`src/rtl/mem_access_unit.sv`:
```
// Load/store initiator: splits byte/halfword requests into single-byte
// accesses on an 8-bit synchronous data memory and returns a one-cycle response.
module mem_access_unit (
  input  logic        clk,
  input  logic        reset,
  input  logic        req_valid,
  output logic        req_ready,
  input  logic        req_write,
  input  logic        req_half,
  input  logic        req_signed,
  input  logic [7:0]  req_addr,
  input  logic [15:0] req_wdata,
  output logic        resp_valid,
  output logic [15:0] resp_rdata,
  output logic [7:0]  mem_address,
  output logic [7:0]  mem_write_data,
  output logic        mem_read,
  output logic        mem_write,
  input  logic [7:0]  mem_read_data
);

  typedef enum logic [1:0] {IDLE, ACC0, ACC1, FIN} state_e;

  state_e      state_q, state_d;
  logic [7:0]  addr_q, addr_d;
  logic [15:0] wdata_q, wdata_d;
  logic        write_q, write_d;
  logic        half_q, half_d;
  logic        signed_q, signed_d;
  logic [7:0]  lo_q, lo_d;
  logic        resp_valid_q, resp_valid_d;
  logic [15:0] resp_rdata_q, resp_rdata_d;

  always_ff @(posedge clk) begin
    if (reset) begin
      state_q      <= IDLE;
      addr_q       <= '0;
      wdata_q      <= '0;
      write_q      <= 1'b0;
      half_q       <= 1'b0;
      signed_q     <= 1'b0;
      lo_q         <= '0;
      resp_valid_q <= 1'b0;
      resp_rdata_q <= '0;
    end else begin
      state_q      <= state_d;
      addr_q       <= addr_d;
      wdata_q      <= wdata_d;
      write_q      <= write_d;
      half_q       <= half_d;
      signed_q     <= signed_d;
      lo_q         <= lo_d;
      resp_valid_q <= resp_valid_d;
      resp_rdata_q <= resp_rdata_d;
    end
  end

  always_comb begin
    state_d      = state_q;
    addr_d       = addr_q;
    wdata_d      = wdata_q;
    write_d      = write_q;
    half_d       = half_q;
    signed_d     = signed_q;
    lo_d         = lo_q;
    resp_valid_d = 1'b0;
    resp_rdata_d = resp_rdata_q;
    unique case (state_q)
      IDLE: begin
        if (req_valid) begin
          addr_d   = req_addr;
          wdata_d  = req_wdata;
          write_d  = req_write;
          half_d   = req_half;
          signed_d = req_signed;
          state_d  = ACC0;
        end
      end
      ACC0: begin
        if (half_q) begin
          state_d = ACC1;
        end else if (write_q) begin
          state_d      = IDLE;
          resp_valid_d = 1'b1;
          resp_rdata_d = '0;
        end else begin
          state_d = FIN;
        end
      end
      ACC1: begin
        if (write_q) begin
          state_d      = IDLE;
          resp_valid_d = 1'b1;
          resp_rdata_d = '0;
        end else begin
          // Read data for the ACC0 strobe arrives during this cycle.
          lo_d    = mem_read_data;
          state_d = FIN;
        end
      end
      FIN: begin
        state_d      = IDLE;
        resp_valid_d = 1'b1;
        if (half_q)
          resp_rdata_d = {mem_read_data, lo_q};
        else
          resp_rdata_d = {{8{signed_q & mem_read_data[7]}}, mem_read_data};
      end
      default: state_d = IDLE;
    endcase
  end

  always_comb begin
    mem_address    = addr_q;
    mem_write_data = wdata_q[7:0];
    mem_read       = 1'b0;
    mem_write      = 1'b0;
    unique case (state_q)
      ACC0: begin
        mem_read  = ~write_q;
        mem_write = write_q;
      end
      ACC1: begin
        mem_address    = addr_q + 8'd1;
        mem_write_data = wdata_q[15:8];
        mem_read       = ~write_q;
        mem_write      = write_q;
      end
      default: ;
    endcase
  end

  assign req_ready  = (state_q == IDLE);
  assign resp_valid = resp_valid_q;
  assign resp_rdata = resp_rdata_q;

endmodule
```
`config.mk`:
```
export PLATFORM = sky130hd
export DESIGN_NAME = mem_access_unit
export DESIGN_NICKNAME = d
export VERILOG_FILES = /design/src/rtl/mem_access_unit.sv
export SDC_FILE = /design/constraint.sdc
export NUM_CORES = 1
export LEC_CHECK = 0
export CORE_ASPECT_RATIO = 0.7
export CORE_UTILIZATION = 47
export DETAILED_ROUTE_END_ITERATION = 16
export PLACE_DENSITY = 0.8
export SETUP_SLACK_MARGIN = 0.15
export SYNTH_ARGS = -nofsm -noshare
export SYNTH_HDL_FRONTEND = slang
export SYNTH_SLANG_ARGS = --single-unit
```
`constraint.sdc`:
```
create_clock -name clk -period 1.95 [get_ports clk]
set_input_delay 0.4875 -clock clk [delete_from_list [all_inputs] [get_ports clk]]
set_output_delay 0.4875 -clock clk [all_outputs]
set_load 0.01 [all_outputs]
```
==> results of run 1 <==
## layout by cell type (no fill, tap or decap), drive strengths merged, types with 2 or more instances in the layout
master         count
a21oi             38
and2               2
buf               50
clkbuf             8
clkdlybuf4s50     53
dfxtp             54
ha                 7
inv                4
mux2               9
mux2i             16
nand2             59
nand2b             2
nand4              3
nor2              12
nor2b             15
o21ai             18
o2bb2ai            2
o31ai              7
or4                8
xnor2              4
xor2               3
## path summary, 6_finish.rpt
check	from	to	slack (ns)	depth (start not counted)
worst min register to register	wdata_q[7]$_SDFFE_PP0P_	wdata_q[7]$_SDFFE_PP0P_	0.46	2
worst max-delay path	state_q[0]$_SDFFE_PP0P_	mem_address[7]	-0.16	7
worst max register to register	state_q[0]$_SDFFE_PP0P_	resp_rdata[2]$_SDFFE_PP0P_	0.11	8
worst min-delay path	wdata_q[7]$_SDFFE_PP0P_	wdata_q[7]$_SDFFE_PP0P_	0.46	2
## stage by stage
step                      setup TNS [ns]  total power, W
after floorplan                        0         0.00191
after global placement             -1.30         0.00235
after detailed placement           -1.69         0.00237
after CTS                         -0.403         0.00327
after global routing               -1.79         0.00373
final                              -1.01         0.00358
## power by group through the flow
stage | sequential [W] | combinational (W) | clock [W]
after global placement | 0.00129 | 0.00105 | 0
final | 0.00130 | 0.00162 | 0.000658
after CTS | 0.00129 | 0.00133 | 0.000648
after global routing | 0.00132 | 0.00170 | 0.000721
after detailed placement | 0.00130 | 0.00107 | 0
after floorplan | 0.00129 | 0.000619 | 0
## flip-flops by register name, summed over array words and instances (netlist names)
name        flops
addr_q          8
half_q          1
lo_q            8
resp_rdata     16
resp_valid      1
signed_q        1
state_q         2
wdata_q        16
write_q         1
## cell families (layout without fill, tap and decap cells)
kind of cell / Yosys count / count (layout) / synth area share, %
and+or+nand+nor: 105 / 105 / 19.5
AOI/OAI and AO/OA: 70 / 71 / 15.9
xor gates and xnor gates: 7 / 7 / 2.44
buffers and inverters: 27 / 116 / 5.37
adders and majority gates: 7 / 7 / 3.48
muxes: 25 / 25 / 10.4
DFF: 54 / 54 / 42.9
## what timing repair did
action                     CTS  global route
hold endpoints to repair     0             0
setup buffers                5             5
setup endpoints to repair   35            43
pin swaps                    9            24
cloned                       3             1
resized for setup          116            37
## tightest hold or removal path: cells and delay by family (launching register included)
| family | cells | cell delay, ns |
|---|---|---|
| flip-flops | 1 | 0.32 |
| AND/OR/NAND/NOR | 1 | 0.05 |
| AO/OA/AOI/OAI | 1 | 0.05 |
## layer usage
layer | global-route usage [%] | wire length, um
met1 | 37.7 | 3820
met2 | 38.5 | 3750
met3 | 6.16 | 425
met4 | 10.5 | 140
met5 | 0 | 0
## final cells by class
class	count	area, um^2	share of cell area [%]
clock inverter	1	5.00	0.128
multi-input combinational	215	1560	40.0
timing repair buffer	104	1060	27.1
tap	69	86.3	2.21
inverter	4	17.5	0.449
clock buffer	7	86.3	2.21
sequential	54	1090	27.9
==> impl_results.md, run 1 <==
- Design area: ~0.0039 mm^2
- Post-synth EDFFs: 0
- DRT antenna net count: 0
- Seq/Total Area, Yosys: 42.9%
- GP Congestion: ~0.76
- Clock skew: a little under 0.02 ns
- Sw frac: 34.9%
- # rows: 21
- Via density: 5.55
- Count leader, synth: nand2_1
- Input/output buffers: 73
- Slew Limit Headroom: between 50% and 60%
- Kind of critical path: reg -> out
- Placed inst area: 0.00339 mm^2
- Peak supply drop: approximately 0.53 mV
- WP data required: between 1 and 1.5 ns
- Die X: ~89 um
- Switch Pwr: between 0.001 and 0.0015 W
- TritonCTS Buffers: 5
- Global-route wire length before repair: between 10 and 15 mm
- P_int: ~0.0023 W
- Gr usage total: between 20% and 30%
- P per Cell Area: between 900 and 1000 mW/mm^2
- Post-Route WL: ~8.1 mm
- Gate power share: between 40% and 50%
- Clock Tree Buf Depth: 2
- Fmax: roughly 470 MHz
- Routed vias: 2521
- Io pins: 74
- # fillers: ~310
- Unique masters post-synth: 34
- Register bit total from synthesis: 54
- Layout Cells excl Fill: between 400 and 500
- DRC viols: 0
- Initial DRT Pass Iterations: 5
- Root Buffer: clkbuf_8
- Layout cell share with drive strength beyond 1: between 20% and 30%
- Setup-failing EPs final: 15
- Main flop type after synthesis: dfxtp_1
- TritonCTS sink count: 54
- Share of the synthesized area in the top cell type: between 40% and 50%
- Violated checks: setup timing
- Drt first-iter violations: around 160
- Post-Syn Instances: 295
- Max-cap viol count: 0
- Skew-Pair Late Insertion Delay: between 0.3 and 0.4 ns
- Clk pin slew, worst setup/hold paths: between 0.1 and 0.15 ns
- Minimum hold slack: 0.460 ns
- Asr flop ratio synth: 0%
- HPWL Detailed: roughly 4.3 mm
- Avg Inst Size Synth: approximately 8.5 um^2
- Syn Std Cell Area: around 0.0025 mm^2
- Die height: around 63 um
- YS warnings: 0
- Initial antenna violation count: 0
- Largest net degree at the start of global routing: 55
- CP peak stage delay: roughly 0.34 ns
- Status: complete, but fails checks
- WP buf/inv: 3
- Critical Path End Type: primary output
- Layout Nets: around 430
- Tmin final: around 2.1 ns
- Crit path launch type: flip-flop
- Vias in the first global route: 2280
- ANT cells: 0
- Synth cell count leaders: nand2_1 (59), dfxtp_1 (54), a21oi_1 (38)
- Max-slew violation count: 0
- Crit-path slowest cell: dfxtp_2
- Crit path DAT: ~1.6 ns
- Initial Utilization: between 50% and 60%
- Worst-path cell chain: inv_2 -> ha_4 -> nand4_1 -> buf_4 -> nor3_4 -> xor2_1 -> buf_2
- Top Family by Delay on Critical Path: buffers and inverters
- CTS tree: yes
- Worst setup margin: -0.156 ns
- Post-route clock period utilization: 108%
- Syn Nets: 340
- Post-place setup slack: -0.157 ns
- Die area: between 0.005 and 0.006 mm^2
- GR Overflow Total: 0
- Placed cells: between 400 and 500
- Core area: between 0.004 and 0.005 mm^2
- HP Class: reg -> reg
- CTS Hold Bufs: 0
- CTS H-tree lvls: 2
- Synth area leaders: dfxtp_1 (43%), nand2_1 (8.8%), a21oi_1 (7.6%)
- CP Max Fanout: 3
- Leak: between 1.5 and 2 nW
- Sequential share of power: between 30% and 40%
- RSZ-0062 raised after global routing: true
- Post-synth top area cell: dfxtp_1
- Power share of the clock group: between 10% and 20%
- Fin util: 78.5%
- Final hold vios: 0
- Area grow syn2layout: 54.9%
- Worst-Margin Slew: between 0.6 and 0.7 ns
- Wire per inst: approximately 18 um
Power figures use the tool's default switching activity.
==> inputs of run 2 (changes only) <==
- CORE_ASPECT_RATIO: 0.7 -> default
==> impl_results.md, run 2 (synthesized netlist as in run 1, its figures left out) <==
- Status: complete, but fails checks
- Violated checks: setup timing
- WHS Endpoint: wdata_q[10]$_SDFFE_PP0P_
- DRT antenna net count: 0 (unchanged)
- RR Startpoint: state_q[1]$_SDFFE_PP0P_
- Root Buffer: clkbuf_8
- P_int: 0.00221 W (-5.5%)
- Setup-failing EPs final: 15 (unchanged)
- Final hold vios: 0 (unchanged)
- Largest net degree at the start of global routing: 55 (unchanged)
- Flop2flop setup slack: 0.20 ns (+0.09 ns)
- Layout Nets: 427 (-0.47%)
- HPWL Detailed: 4.34 mm (-0.12%)
- Post-Route WL: 6.79 mm (-17%)
- Wire per inst: 15.0 um (-16%)
- Layout cell share with drive strength beyond 1: 23.0% (-4.6 points)
- Commonest non-fill, non-tap cell in the layout: nand2_1
- Sequential share of power: 39.0% (+2.6 points)
- Max-cap viol count: 0 (unchanged)
- P per Cell Area: 888 mW/mm^2 (-3.4%)
- Hold Crit Depth: 2 (unchanged)
- # fillers: 406 (+32%)
- Input/output buffers: 73 (unchanged)
- Drt first-iter violations: 200 (+26%)
- Crit-path slowest cell: dfxtp_2
- Skew-Pair Late Insertion Delay: 0.31 ns (about the same)
- FF-to-FF path depth: 7 (-1)
- Worst-Margin Slew: 0.575 ns (-0.0391 ns)
- Core area: 0.00514 mm^2 (+3.5%)
- Worst-path cell chain: inv_2 -> ha_4 -> nand4_1 -> buf_6 -> nor2_4 -> xor2_2 -> buf_2
- Multi-input gate area: 0.00145 mm^2 (-7.1%)
- Register area: 0.00108 mm^2 (-0.34%)
- Critical Path End Type: primary output
- Vias in the first global route: 2135 (-6.4%)
- Switch Pwr: 0.00109 W (-13%)
- Worst setup margin: -0.145 ns (+0.0109 ns)
- Via density: 5.35 (-3.7%)
- Leak: 1.51 nW (-2.4%)
- WP data required: 1.46 ns (about the same)
- Most frequent cells in the layout: nand2_1 (58), clkdlybuf4s50_1 (53), dfxtp_1 (52)
- Fmax: 477 MHz (+0.52%)
- Post-route clock period utilization: 107% (-0.56 points)
- Hold Crit Start: wdata_q[10]$_SDFFE_PP0P_
- Routed vias: 2422 (-3.9%)
- Crit path DAT: 1.61 ns (about the same)
- Minimum hold slack: 0.466 ns (+0.00581 ns)
- Peak supply drop: 0.551 mV (+4.3%)
- Top Family by Delay on Critical Path: buffers and inverters
- Slew Limit Headroom: 61.6% (+2.6 points)
- # rows: 26 (+24%)
- Initial antenna violation count: 0 (unchanged)
- GR Overflow Total: 0 (unchanged)
- CP Max Fanout: 4 (+1)
- Gr usage total: 24.6% (-1.9 points)
- Kind of critical path: reg -> out
- Gate power share: 38.2% (-7.1 points)
- Tmin final: 2.10 ns (-0.0109 ns)
- Die area: 0.00565 mm^2 (about the same)
- Initial Utilization: 49.0% (-1.7 points)
- Setup TNS Final: -1.35 ns (-0.344 ns)
- CP peak stage delay: 0.34 ns (about the same)
- CTS tree: yes
- Power share of the clock group: 22.8% (+4.4 points)
- Initial DRT Pass Iterations: 4 (-1)
- Global-route wire length before repair: 10.3 mm (-8.7%)
- GP Congestion: 0.786 (+2.9%)
- Crit path launch type: flip-flop
- TritonCTS Buffers: 5 (unchanged)
- CTS Hold Bufs: 0 (unchanged)
- HP Class: reg -> reg
- ANT cells: 0 (unchanged)
- Clock skew: 0.00671 ns (-0.0132 ns)
- WP buf/inv: 3 (unchanged)
- DRC viols: 0 (unchanged)
- Die X: 75.2 um (-16%)
- Sw frac: 33.1% (-1.8 points)
- Clock Tree Buf Depth: 2 (unchanged)
- Area grow syn2layout: 47.5%
- CTS H-tree lvls: 2 (unchanged)
- Clk pin slew, worst setup/hold paths: 0.10 ns (about the same)
- Die height: 75.2 um (+19%)
- RSZ-0062 raised after global routing: true
- Worst r2r dst: state_q[0]$_SDFFE_PP0P_
- Io pins: 74 (unchanged)
- TritonCTS sink count: 54 (unchanged)
- Max-slew violation count: 0 (unchanged)
## run 2: layout make-up
type | count | share of cell area, %
multi-input combinational | 214 | 39.0
tap | 70 | 2.36
inverter | 4 | 0.472
timing repair buffer | 103 | 26.0
sequential | 54 | 29.2
clock inverter | 3 | 1.08
clock buffer | 5 | 1.85
## run 2: how the worst max path moves through the flow
stage,startpoint,endpoint,cells past startpoint
2_1_floorplan,state_q[0]$_SDFFE_PP0P_,mem_address[1],5
3_3_place_gp,state_q[0]$_SDFFE_PP0P_,mem_address[7],6
3_5_place_dp,state_q[0]$_SDFFE_PP0P_,mem_address[5],6
4_1_cts,state_q[0]$_SDFFE_PP0P_,mem_address[7],7
5_1_grt,state_q[0]$_SDFFE_PP0P_,mem_address[5],7
6_report,state_q[0]$_SDFFE_PP0P_,mem_address[5],7
## run 2: repair_timing
action / 4_1_cts / 5_1_grt
cloned: 1 / 0
buffers inserted: 5 / 3
setup endpoints to repair: 19 / 38
resized for setup: 104 / 24
pin swaps: 3 / 3
## run 2: per-stage QoR
stage	instance area [um^2]	worst slack, ns	util, %	total power (W)	std cells
final	3710	-0.145	72.2	0.00330	453
after CTS	3620	-0.107	70.4	0.00320	450
after global routing	3710	-0.227	72.2	0.00347	453
after global placement	3400	-0.104	66.1	0.00236	436
after floorplan	2520	0.150	-	0.00191	295
after detailed placement	3400	-0.135	66.1	0.00239	436
## run 2: layer usage
| layer | global-route usage, % | share of wire, % | wire length (um) | vias to the layer above |
|---|---|---|---|---|
| li1 | - | - | - | 1176 |
| met1 | 34.2 | 43 | 2910 | 1148 |
| met2 | 37.2 | 49 | 3310 | 87 |
| met3 | 6.16 | 6.6 | 446 | 11 |
| met4 | 8.64 | 1.8 | 123 | 0 |
| met5 | 0 | 0 | 0 | - |
## run 2: power groups by stage
stage               Combinational (W)  Sequential [W]  Clock, W
finish                        0.00126         0.00129  0.000752
global route                  0.00136         0.00130  0.000808
CTS                           0.00116         0.00128  0.000758
detailed placement            0.00109         0.00130         0
global placement              0.00107         0.00129         0
floorplan                    0.000619         0.00129         0
## run 2: worst min-delay path, stage by stage (launching register included)
cell and delay [ns]:
dfxtp_1 0.32, nand2_1 0.05, a21oi_1 0.06
==> inputs of run 3 (changes only) <==
- SETUP_SLACK_MARGIN: 0.15 -> default
==> impl_results.md, run 3 (synthesized netlist as in run 1, its figures left out) <==
- GP Congestion: 0.788 (+0.27%)
- Routed vias: 2355 (-2.8%)
- Via density: 5.24 (-1.9%)
- ANT cells: 0 (unchanged)
- Worst setup margin: -0.00826 ns (+0.137 ns)
- Initial Utilization: 49.0% (unchanged)
- HPWL Detailed: 4.55 mm (+4.9%)
- # rows: 26 (unchanged)
- Leak: 1.46 nW (-3.5%)
- Most used cell, CP: buf_4
- Global-route wire length before repair: 10.4 mm (+0.46%)
- P_int: 0.00231 W (+4.8%)
- Sw frac: 31.0% (-2.1 points)
- Initial DRT Pass Iterations: 4 (unchanged)
- Initial antenna violation count: 0 (unchanged)
- Clk pin slew, worst setup/hold paths: 0.09 ns (about the same)
- CTS H-tree lvls: 2 (unchanged)
- Crit path launch type: flip-flop
- Most frequent cells in the layout: nand2_1 (59), clkdlybuf4s50_1 (53), dfxtp_1 (52)
- Layout cell share with drive strength beyond 1: 19.8% (-3.2 points)
- TritonCTS sink count: 54 (unchanged)
- Root Buffer: clkbuf_8
- Fmax: 511 MHz (+7.0%)
- GR Overflow Total: 0 (unchanged)
- Io pins: 74 (unchanged)
- # fillers: 425 (+4.7%)
- WP data required: 1.46 ns (about the same)
- Input/output buffers: 73 (unchanged)
- Gate power share: 34.8% (-3.4 points)
- Sequential share of power: 38.2% (-0.8 points)
- CTS Hold Bufs: 0 (unchanged)
- Area grow syn2layout: 43.1%
- Largest net degree at the start of global routing: 55 (unchanged)
- Skew-Pair Late Insertion Delay: 0.31 ns (about the same)
- TritonCTS Buffers: 5 (unchanged)
- CP Max Fanout: 6 (+2)
- Wire per inst: 14.9 um (-0.37%)
- HP Class: reg -> reg
- Max-cap viol count: 0 (unchanged)
- Worst-Margin Slew: 0.548 ns (-0.0273 ns)
- Slew Limit Headroom: 63.5% (+1.8 points)
- P per Cell Area: 931 mW/mm^2 (+4.8%)
- Kind of critical path: reg -> out
- Core area: 0.00514 mm^2 (unchanged)
- WP buf/inv: 4 (+1)
- Post-place setup slack: -0.182 ns (-0.0469 ns)
- Max-slew violation count: 0 (unchanged)
- Die X: 75.2 um (unchanged)
- Tmin final: 1.96 ns (-0.137 ns)
- Critical Path End Type: primary output
- Die area: 0.00565 mm^2 (unchanged)
- RSZ-0062 raised after global routing: true
- DRC viols: 0 (unchanged)
- CTS tree: yes
- Power share of the clock group: 27.0% (+4.2 points)
- Clock Tree Buf Depth: 2 (unchanged)
- Crit path DAT: 1.47 ns (-0.14 ns)
- Commonest non-fill, non-tap cell in the layout: nand2_1
- Setup-failing EPs final: 7 (-8)
- Crit-path slowest cell: dfxtp_2
- Drt first-iter violations: 120 (-40%)
- Gr usage total: 24.6% (about the same)
- Die height: 75.2 um (unchanged)
- Top Family by Delay on Critical Path: buffers and inverters
- Final hold vios: 0 (unchanged)
- Post-route clock period utilization: 100% (-7.0 points)
- Violated checks: setup timing
- Vias in the first global route: 2236 (+4.7%)
- Minimum hold slack: 0.466 ns (+0.0000870 ns)
- Clock skew: 0.00741 ns (+0.000698 ns)
- DRT antenna net count: 0 (unchanged)
- Worst-path cell chain: inv_2 -> ha_4 -> buf_4 -> buf_4 -> xor2_1 -> buf_2
- Peak supply drop: 0.674 mV (+22%)
- Layout Nets: 423 (-0.94%)
- Switch Pwr: 0.00104 W (-4.6%)
- Fin util: 70.1% (-2.1 points)
- Status: complete, but fails checks
- CP peak stage delay: 0.34 ns (about the same)
- Post-Route WL: 6.71 mm (-1.3%)
## run 3: path summary, 6_finish.rpt
check        cells after the start                          to                startpoint  slack [ns]
max reg2reg                      7  resp_rdata[2]$_SDFFE_PP0P_   state_q[1]$_SDFFE_PP0P_        0.11
min reg2reg                      2    wdata_q[12]$_SDFFE_PP0P_  wdata_q[12]$_SDFFE_PP0P_        0.47
max                              6              mem_address[0]   state_q[0]$_SDFFE_PP0P_      -0.008
min                              2    wdata_q[12]$_SDFFE_PP0P_  wdata_q[12]$_SDFFE_PP0P_        0.47
## run 3: tightest hold or removal path, cell delays in order (launching register included)
cell,delay [ns]
dfxtp_1,0.32
nand2_1,0.05
a21oi_1,0.05
## run 3: through the flow
step / power [W] / setup TNS (ns) / cells / instance area (um^2)
after floorplan: 0.00191 / 0 / 295 / 2520
after global placement: 0.00234 / -1.71 / 438 / 3380
after detailed placement: 0.00238 / -2.31 / 438 / 3380
after CTS: 0.00332 / -0.0149 / 449 / 3570
after global routing: 0.00353 / -0.704 / 449 / 3600
final: 0.00335 / -0.0432 / 449 / 3600
## run 3: cell type report
type                    instances  area, um^2  area share (%)
clock buffers                   6        82.6            2.29
clock inverters                 2        60.1            1.67
inverters                       4        15.0           0.417
multi-input cells             214        1380            38.2
flip-flops and latches         54        1080            30.1
well taps                      70        87.6            2.43
repair buffers                 99         897            24.9
## run 3: per-layer routing
layer	routed length (um)	vias up	track usage, %
li1	-	1167	-
met1	2880	1108	30.4
met2	3390	67	42.9
met3	312	13	4.82
met4	122	0	8.23
met5	0	-	0
## run 3: power groups by stage
| stage | registers (W) | clock network, W | logic [W] |
|---|---|---|---|
| after floorplan | 0.00129 | 0 | 0.000619 |
| after global placement | 0.00129 | 0 | 0.00105 |
| after detailed placement | 0.00130 | 0 | 0.00108 |
| after CTS | 0.00128 | 0.000910 | 0.00113 |
| after global routing | 0.00129 | 0.000957 | 0.00128 |
| final | 0.00128 | 0.000904 | 0.00117 |
## run 3: repair_timing
item                                   CTS  global route
gates cloned                             1             0
endpoints found under the hold margin    0             0
buffers inserted                         2             1
pin swaps                                4             3
gates resized for setup                101            11
setup endpoints to repair               19            26
